File: src/rtl/mem_req_pkg.sv
// ============================================================================
// Module      : mem_req_pkg
// Description : Shared state encoding and default widths for the memory
//               request master and its memory bench.
// Revision    : 1.0 - initial release
// ============================================================================
`default_nettype none

package mem_req_pkg;

   localparam int MRQ_ADDR_W = 4;
   localparam int MRQ_DATA_W = 32;

   typedef enum logic [1:0] {
      IDLE = 2'd0,
      REQ  = 2'd1,
      RSP  = 2'd2
   } mrq_state_t;

endpackage

`default_nettype wire

File: src/rtl/mem_req_master.sv
// ============================================================================
// Module      : mem_req_master
// Description : Single-outstanding memory request initiator with valid/ready
//               command and response ports. Optional REQ-state watchdog
//               compiled in with `define MEM_REQ_TIMEOUT_EN.
// Revision    : 1.0 - initial release
// ============================================================================
`default_nettype none

module mem_req_master
   import mem_req_pkg::*;
#(
   parameter int ADDR_W         = MRQ_ADDR_W,
   parameter int DATA_W         = MRQ_DATA_W,
   parameter int TIMEOUT_CYCLES = 32
) (
   input  logic              clk,
   input  logic              reset,
   input  logic              cmd_valid_i,
   output logic              cmd_ready_o,
   input  logic              cmd_rnw_i,
   input  logic [ADDR_W-1:0] cmd_addr_i,
   input  logic [DATA_W-1:0] cmd_wdata_i,
   output logic              rsp_valid_o,
   input  logic              rsp_ready_i,
   output logic [DATA_W-1:0] rsp_rdata_o,
   output logic              rsp_err_o,
   output logic              req_o,
   output logic              req_rnw_o,
   output logic [ADDR_W-1:0] req_addr_o,
   output logic [DATA_W-1:0] req_wdata_o,
   input  logic              req_ready_i,
   input  logic [DATA_W-1:0] req_rdata_i,
   output logic              busy_o
);

   mrq_state_t        r_state;
   mrq_state_t        w_state_next;
   logic              r_rnw;
   logic [ADDR_W-1:0] r_addr;
   logic [DATA_W-1:0] r_wdata;
   logic [DATA_W-1:0] r_rsp_rdata;
   logic              w_timeout;
   logic              w_accept;
   logic              w_done;

   assign w_accept = (r_state == IDLE) && cmd_valid_i;
   assign w_done   = (r_state == REQ) && req_ready_i;

`ifdef MEM_REQ_TIMEOUT_EN
   localparam int              CNT_W      = (TIMEOUT_CYCLES > 1) ? $clog2(TIMEOUT_CYCLES) : 1;
   localparam logic [CNT_W-1:0] C_CNT_LAST = CNT_W'(TIMEOUT_CYCLES - 1);

   logic [CNT_W-1:0] r_wait_cnt;
   logic             r_rsp_err;

   // A ready arriving on the final wait cycle takes priority over the timeout.
   assign w_timeout = (r_state == REQ) && !req_ready_i && (r_wait_cnt == C_CNT_LAST);

   always_ff @(posedge clk) begin
      if (reset) begin
         r_wait_cnt <= '0;
         r_rsp_err  <= 1'b0;
      end else begin
         if (r_state != REQ) begin
            r_wait_cnt <= '0;
         end else if (!req_ready_i) begin
            r_wait_cnt <= r_wait_cnt + 1'b1;
         end
         if (w_done) begin
            r_rsp_err <= 1'b0;
         end else if (w_timeout) begin
            r_rsp_err <= 1'b1;
         end
      end
   end

   assign rsp_err_o = r_rsp_err;
`else
   logic [31:0] w_unused_timeout;

   assign w_unused_timeout = 32'(TIMEOUT_CYCLES);
   assign w_timeout        = 1'b0;
   assign rsp_err_o        = 1'b0;
`endif

   always_comb begin
      w_state_next = r_state;
      case (r_state)
         IDLE:    if (cmd_valid_i) w_state_next = REQ;
         REQ:     if (req_ready_i || w_timeout) w_state_next = RSP;
         RSP:     if (rsp_ready_i) w_state_next = IDLE;
         default: w_state_next = IDLE;
      endcase
   end

   always_ff @(posedge clk) begin
      if (reset) begin
         r_state     <= IDLE;
         r_rnw       <= 1'b0;
         r_addr      <= '0;
         r_wdata     <= '0;
         r_rsp_rdata <= '0;
      end else begin
         r_state <= w_state_next;
         if (w_accept) begin
            r_rnw   <= cmd_rnw_i;
            r_addr  <= cmd_addr_i;
            r_wdata <= cmd_wdata_i;
         end
         if (w_done) begin
            r_rsp_rdata <= r_rnw ? req_rdata_i : '0;
         end else if (w_timeout) begin
            r_rsp_rdata <= '0;
         end
      end
   end

   // Request fields come only from the capture registers so they hold for the whole request.
   assign req_o       = (r_state == REQ);
   assign req_rnw_o   = r_rnw;
   assign req_addr_o  = r_addr;
   assign req_wdata_o = r_wdata;
   assign cmd_ready_o = (r_state == IDLE);
   assign rsp_valid_o = (r_state == RSP);
   assign rsp_rdata_o = r_rsp_rdata;
   assign busy_o      = (r_state != IDLE);

endmodule

`default_nettype wire

File: config.mk
export PLATFORM = sky130hd
export DESIGN_NAME = mem_req_master
export DESIGN_NICKNAME = d
export VERILOG_FILES = /design/src/rtl/mem_req_pkg.sv /design/src/rtl/mem_req_master.sv
export SDC_FILE = /design/constraint.sdc
export NUM_CORES = 1
export LEC_CHECK = 0
export ABC_AREA = 1
export BUFFER_PORTS_ARGS = -buffer_cell sky130_fd_sc_hd__buf_4
export CAP_MARGIN = 20
export CORE_ASPECT_RATIO = 0.7
export CORE_MARGIN = 3
export CORE_UTILIZATION = 45
export DETAILED_ROUTE_END_ITERATION = 8
export PLACE_DENSITY = 0.86
export SYNTH_ARGS = -nofsm -noshare
export SYNTH_HDL_FRONTEND = slang
export SYNTH_SLANG_ARGS = --single-unit
export TNS_END_PERCENT = 5
File: constraint.sdc
create_clock -name clk -period 2.05 [get_ports clk]
set_clock_uncertainty 0.1 [all_clocks]
set_input_delay 0.41 -clock clk [delete_from_list [all_inputs] [get_ports clk]]
set_output_delay 0.41 -clock clk [all_outputs]
set_load 0.02 [all_outputs]
### After elaboration in Yosys (flattened, before gate mapping)

Index checks and enable logic that the tools add are counted.
W data, S select, Z words.

* add/subtract/negate cells: 0
* multiply operators: 0
* divide/modulo/power cells: 0
* $lt $le $gt $ge: 0
* eq/ne operators: 5
* shift-type cells: 0
* multiplexer cells: 5
* bitwise gates (word level): 0
* reductions and logical operators: 5

Operator list (count)
* $mux W32: 1
* $mux W2: 3
* $pmux W2 S3: 1
* $ne A2 B1 Y1 const B: 2
* $reduce_and A3 Y1: 1
* $eq A2 B1 Y1 const B: 1
* $eq A2 B2 Y1 const B: 1
* $logic_and A1 B1 Y1: 2
* $logic_not A2 Y1: 1
* $ne A2 B2 Y1 const B: 1
* $reduce_bool A2 Y1: 1

* register bits: 71
* bits in latches: 0
* bits in writable memories: 0
* ROM bits: 0
* input bits: 74
* output and inout port bits: 74
* logic and storage cells: 20
* memories kept: 0

### Logic depth before layout (Yosys ltp)

Gate-level depths: netlist of run 1.

* depth in word-level cells: 3
* depth in mapped cells: 7
* mapped depth without buffers: 5

### Worst setup path after synthesis of run 1

OpenSTA, ideal clock, no wires.

* path kind: reg2out
* start: register r_state[1]
* end: output port busy_o
* arrival time: 0.808 ns
* data required time: 1.540 ns
* path slack: 0.732 ns
* cell stages (with the launch flop): 4
* buffers on the path: 1
* cells stage by stage: dfxtp_1 -> inv_2 -> buf_2 -> nand2_1

* longest elaborated chain between the ends: 1

Ends and longest elaborated chain
* start, declared: line mem_req_master.sv:37 `mrq_state_t r_state;`
* start signal, assigned: line mem_req_master.sv:105 `r_state <= w_state_next;`
* $reduce_bool A2 Y1: line mem_req_master.sv:127 `assign busy_o = (r_state != IDLE);`
* end, declared: line mem_req_master.sv:34 `output logic busy_o`

No other way between the ends.

### Final worst setup path of run 1

* start: register r_state[0]
* end: output port req_o

* longest elaborated chain between the ends: 1

Ends and longest elaborated chain
* $eq A2 B1 Y1: line mem_req_master.sv:120 `assign req_o = (r_state == REQ);`
* end, declared: line mem_req_master.sv:28 `output logic req_o,`

No other way between the ends.

==> impl_metrics.env, run 1 <==
export IMPL_first_iter_violations=123
export IMPL_nFillCells=565
export IMPL_ios=148
export IMPL_slowest_stage="dfxtp_1"
export IMPL_rows=24
export IMPL_path_clk_slew_ns=0.07
export IMPL_gr_total_overflow=0
export IMPL_multi_input_area_um2=1257
export IMPL_fp_dieW_um=106.3
export IMPL_clock_latency_ns=0.33
export IMPL_hold_buffers=0
export IMPL_pre_cts_ws_ns=0.5616
export IMPL_fin_ws_ns=0.1913
export IMPL_antenna_found_initial=0
export IMPL_p_leak_nw=2.455
export IMPL_dr_pass1_iters=4
export IMPL_wl_mm=8.425
export IMPL_max_cap_viol_count=0
export IMPL_drive_above_1_share_pct=28.48
export IMPL_finalHoldViolCount=0
export IMPL_status="finished clean"
export IMPL_die_y_um=76.24
export IMPL_post_route_drc_count=0
export IMPL_r2r_setup_slack_ns=0.59
export IMPL_clock_fmax_ghz=0.5380
export IMPL_rr_startpoint="r_state[0]"
export IMPL_netlist_area_um2=3172
export IMPL_grt_pass1_wl_mm=13.92
export IMPL_antennaDiodeCount=0
export IMPL_grt_max_degree=43
export IMPL_grt_usage_pct=20.85
export IMPL_min_to="rsp_rdata_o[13]"
export IMPL_cts_resized=0
export IMPL_cts_root_buf="clkbuf_8"
export IMPL_synth_nets=555
export IMPL_yosysUniqueCellTypes=17
export IMPL_synth_top_area_cell="dfxtp_1"
export IMPL_yosysSeqAreaShare_pct=44.81
export IMPL_htreeDepth=3
export IMPL_cts_tree="yes"
export IMPL_maxSlewViolCount=0
export IMPL_cts_sinks=71
export IMPL_setup_viol=0
export IMPL_cp_required_ns=1.54
export IMPL_seq_area_um2=1421
export IMPL_timing_final_crit_share_pct=90.67
export IMPL_hold_path_class="in -> reg"
export IMPL_vias=3223
export IMPL_cp_arrival_ns=1.35
export IMPL_start_util_pct=48.68
export IMPL_die_area_um2=8108
export IMPL_syn_instance_count=481
export IMPL_antenna_left=0
export IMPL_yosysWarnings=0
export IMPL_post_cts_buffers=0
export IMPL_r2r_end="req_wdata_o[16]"
export IMPL_grt_setup_unrepaired="false"
export IMPL_placed_area_um2=4245
export IMPL_crit_chain="inv_1 > nor2_1 > buf_4"
export IMPL_critical_path_class="reg -> out"
export IMPL_whs_path_depth=3
export IMPL_powerDensity_nw_per_um2=802.5
export IMPL_ctsLongestPathBuffers=2
export IMPL_area_delta_synth_final_pct=40.83
export IMPL_fin_tns_setup_ns=0
export IMPL_core_region_area_um2=6516
export IMPL_synth_top_cells_by_area="dfxtp_1 45%, nand2_1 14%, nor2_1 13%, inv_1 8.5%, nand3_1 5.8%"
export IMPL_port_buffers=146
export IMPL_dp_hpwl_mm=6.072
export IMPL_reg2reg_depth=5
export IMPL_startpoint_type="register"
export IMPL_utilization_pct=68.55
export IMPL_grt_pass1_vias=3002
export IMPL_vias_per_cell=4.546
export IMPL_finalPower_mw=3.584
export IMPL_post_drt_wl_per_cell_um=11.88
export IMPL_min_from="req_rdata_i[13]"
export IMPL_final_area_um2=4467
export IMPL_syn_area_per_cell_um2=6.594
export IMPL_final_nets=687
export IMPL_place_gp_congestion=0.8142
export IMPL_min_period_ns=1.859
export IMPL_numCtsBuffers=9
export IMPL_slowest_delay_ns=0.58
export IMPL_synth_seq_cells=71
export IMPL_endpoint_kind="primary output"
export IMPL_peakVddDrop_uv=460.7
export IMPL_synth_top_area_share_pct=44.81
export IMPL_critPathMaxFanout=11
## worst max-delay path: cells and delay by family (launching register included)
kind / cells / cell delay [ns]
buf+inv: 2 / 0.29
flops: 1 / 0.58
simple gates: 1 / 0.14
## cells by family after synthesis
logic type | share of synthesized area, %
AO/OA/AOI/OAI | 2.998
buffers and inverters | 15.54
flip-flops | 44.81
other | 0.1182
AND/OR/NAND/NOR | 36.53
## report_power, final
group          total, mW  leakage (nW)  switching [mW]  internal (mW)
Combinational      0.808          1.77           0.458          0.350
Clock               1.23         0.105           0.541          0.687
Sequential          1.55         0.584          0.0632           1.49
Total               3.58          2.46            1.06           2.52
## state kept, by name (all words and copies together), names as in the netlist
name         cells
req_addr_o       4
r_state          2
req_wdata_o     32
rsp_rdata_o     32
req_rnw_o        1
## synthesized netlist by cell type
library cell / n
buf_2: 23
nand3_2: 1
buf_4: 1
nor2_4: 1
a21oi_1: 19
nand3_1: 37
buf_6: 7
dfxtp_1: 71
nand2_2: 1
nor2_1: 108
inv_1: 72
conb_1: 1
clkbuf_1: 2
nand2_1: 119
inv_2: 2
inv_4: 1
nand4_1: 15
## placed cells by master, fill, tap and decap left out
master        n
inv_2         2
conb_1        1
clkinv_4      2
nand4_1      15
inv_4         1
buf_4       153
nand3_2       1
inv_1        72
bufinv_16     2
nor2_4        1
nor2_1      108
clkinv_2      1
a21oi_1      19
buf_12        1
nand2_2       1
nand3_1      37
clkbuf_8      9
clkinvlp_4    2
nand2_1     119
dfxtp_1      71
## final cells by class
cell class / instances / share of cell area, %
sequential: 71 / 31.82
timing repair buffer: 154 / 26.16
clock inverter: 7 / 2.185
clock buffer: 9 / 2.773
multi-input combinational: 302 / 28.15
tap: 91 / 2.549
inverter: 75 / 6.359
## layer usage
layer / vias to the layer above / GRT usage, % / wire length, µm
met4: 0 / 6.986 / 98
li1: 1693 / - / -
met2: 106 / 35.27 / 4038
met1: 1413 / 25.39 / 3649
met5: - / 0 / 0
met3: 11 / 6.012 / 638
## worst max-delay path by stage
stage                from      to  slack [ns]  cells after the start
6_report       r_state[0]   req_o        0.19                      3
5_1_grt        r_state[0]   req_o        0.04                      3
2_1_floorplan  r_state[1]  busy_o        0.73                      3
3_5_place_dp   r_state[0]   req_o        0.56                      3
3_3_place_gp   r_state[0]   req_o        0.62                      3
4_1_cts        r_state[0]   req_o        0.18                      3
## metrics by stage
step	hold WS, ns	cells
finish	0.2068	709
global route	0.1973	709
CTS	0.1840	709
detailed placement	0.3594	693
global placement	0.3498	693
floorplan	0.4535	481
Note: power is estimated with default switching activity, not from simulation.
==> run 2, diff against run 1 <==
--- a/config.mk
+++ b/config.mk
@@ -12,7 +12,7 @@
 export CORE_MARGIN = 3
 export CORE_UTILIZATION = 45
 export DETAILED_ROUTE_END_ITERATION = 8
-export PLACE_DENSITY = 0.86
+export PLACE_DENSITY_LB_ADDON = 0.15
 export SYNTH_ARGS = -nofsm -noshare
 export SYNTH_HDL_FRONTEND = slang
 export SYNTH_SLANG_ARGS = --single-unit
==> run 2 against run 1 <==
Fmax up 4.3%; register-to-register slack worse by 0.04 ns; setup slack gained 0.077 ns; critical endpoint is now rsp_valid_o; largest power group unchanged; highest routed layer unchanged.
==> impl_metrics.env, run 2 (synthesized netlist as in run 1, its figures left out) <==
export IMPL_status="finished clean"
export IMPL_ctsLongestPathBuffers=2
export IMPL_grt_usage_pct=20.60
export IMPL_clock_fmax_ghz=0.5612
export IMPL_placed_cells=695
export IMPL_cts_root_buf="clkbuf_8"
export IMPL_final_cell_mix="156 x buf_4, 119 x nand2_1, 108 x nor2_1, 72 x inv_1, 71 x dfxtp_1"
export IMPL_setup_viol=0
export IMPL_antenna_found_initial=0
export IMPL_numCtsBuffers=9
export IMPL_finalHoldViolCount=0
export IMPL_cp_arrival_ns=1.27
export IMPL_dp_hpwl_mm=6.016
export IMPL_startpoint_type="register"
export IMPL_die_area_um2=8108
export IMPL_grt_pass1_vias=2970
export IMPL_core_region_area_um2=6516
export IMPL_finalPower_mw=3.453
export IMPL_critPathMaxFanout=16
export IMPL_fp_dieW_um=106.3
export IMPL_vias=3246
export IMPL_switchingPower_mw=1.027
export IMPL_cts_sinks=71
export IMPL_power_internal_mw=2.426
export IMPL_peakVddDrop_uv=495.8
export IMPL_nFillCells=602
export IMPL_layout_commonest_cell="buf_4"
export IMPL_grt_setup_unrepaired="false"
export IMPL_first_iter_violations=128
export IMPL_rr_startpoint="r_state[1]"
export IMPL_r2r_end="req_wdata_o[13]"
export IMPL_maxSlewViolCount=0
export IMPL_grt_max_degree=38
export IMPL_final_nets=689
export IMPL_post_route_drc_count=0
export IMPL_endpoint_kind="primary output"
export IMPL_ios=148
export IMPL_post_drt_wl_per_cell_um=11.74
export IMPL_grt_pass1_wl_mm=13.68
export IMPL_fin_cells=710
export IMPL_powerDensity_nw_per_um2=777.0
export IMPL_whs_path_depth=3
export IMPL_antenna_left=0
export IMPL_switching_share_pct=29.75
export IMPL_die_y_um=76.24
export IMPL_pre_cts_ws_ns=0.5594
export IMPL_hold_ws_ns=0.1957
export IMPL_port_buffers=146
export IMPL_rows=24
export IMPL_cp_required_ns=1.54
export IMPL_antennaDiodeCount=0
export IMPL_fin_tns_setup_ns=0
export IMPL_area_delta_synth_final_pct=40.12
export IMPL_final_area_um2=4444
export IMPL_r2r_setup_slack_ns=0.55
export IMPL_gr_total_overflow=0
export IMPL_hold_buffers=0
export IMPL_fin_ws_ns=0.2681
export IMPL_p_leak_nw=2.449
export IMPL_vias_per_cell=4.572
export IMPL_path_clk_slew_ns=0.08
export IMPL_timing_final_crit_share_pct=86.92
export IMPL_pwr_share_clk_pct=31.7
export IMPL_reg2reg_depth=5
export IMPL_min_from="req_rdata_i[18]"
export IMPL_post_cts_buffers=0
export IMPL_max_cap_viol_count=0
export IMPL_p_seq_share_pct=44.8
export IMPL_dr_pass1_iters=4
export IMPL_placed_area_um2=4248
export IMPL_critical_path_class="reg -> out"
export IMPL_utilization_pct=68.20
export IMPL_hold_path_class="in -> reg"
export IMPL_place_gp_congestion=0.7583
export IMPL_min_to="rsp_rdata_o[18]"
export IMPL_cts_tree="yes"
export IMPL_drive_above_1_share_pct=28.59
export IMPL_pwr_share_comb_pct=23.4
export IMPL_min_period_ns=1.782
export IMPL_start_util_pct=48.68
export IMPL_cts_resized=0
export IMPL_wl_mm=8.336
export IMPL_clock_latency_ns=0.33
export IMPL_htreeDepth=3
[run 2: changes by cell type in the layout (fill, tap and decap cells not counted)]
cell,previous run,this run
clkbuf_8,9,10
buf_12,1,0
bufinv_16,2,1
buf_4,153,156
clkinv_4,2,1
[run 2: layout make-up]
class	count	area, µm²	share of cell area, %
Clock inverter	5	58.81	1.323
Sequential cell	71	1421	31.98
Tap cell	91	113.9	2.562
Clock buffer	10	137.6	3.097
Multi-Input combinational cell	302	1257	28.29
Inverter	75	284.0	6.391
Timing Repair Buffer	156	1171	26.35
[run 2: worst max-delay path by stage]
stage	start	to	slack (ns)	cells past startpoint
floorplan	r_state[1]	busy_o	0.73	3
detailed placement	r_state[1]	req_wdata_o[22]	0.56	5
CTS	r_state[0]	rsp_valid_o	0.25	3
global route	r_state[1]	rsp_valid_o	0.18	3
global placement	r_state[1]	req_wdata_o[20]	0.61	5
finish	r_state[0]	rsp_valid_o	0.27	3
[run 2: power groups by stage]
stage               combinational [mW]  sequential (mW)  clock [mW]
finish                           0.810             1.55        1.10
detailed placement               0.814             1.58           0
CTS                              0.816             1.55        1.12
global route                     0.891             1.56        1.20
global placement                 0.799             1.57           0
floorplan                        0.363             1.70           0
[run 2: worst max-delay path, cell delays in order (launching register included)]
cell	delay, ns
dfxtp_1	0.42
buf_4	0.25
nor2_1	0.09
buf_4	0.17
[run 2: metal layers]
layer  GRT usage (%)  part of all wire, %
met1           25.03                   42
met5               0                    0
met2           34.20                   48
met4           5.821                  1.1
met3           7.621                  8.9
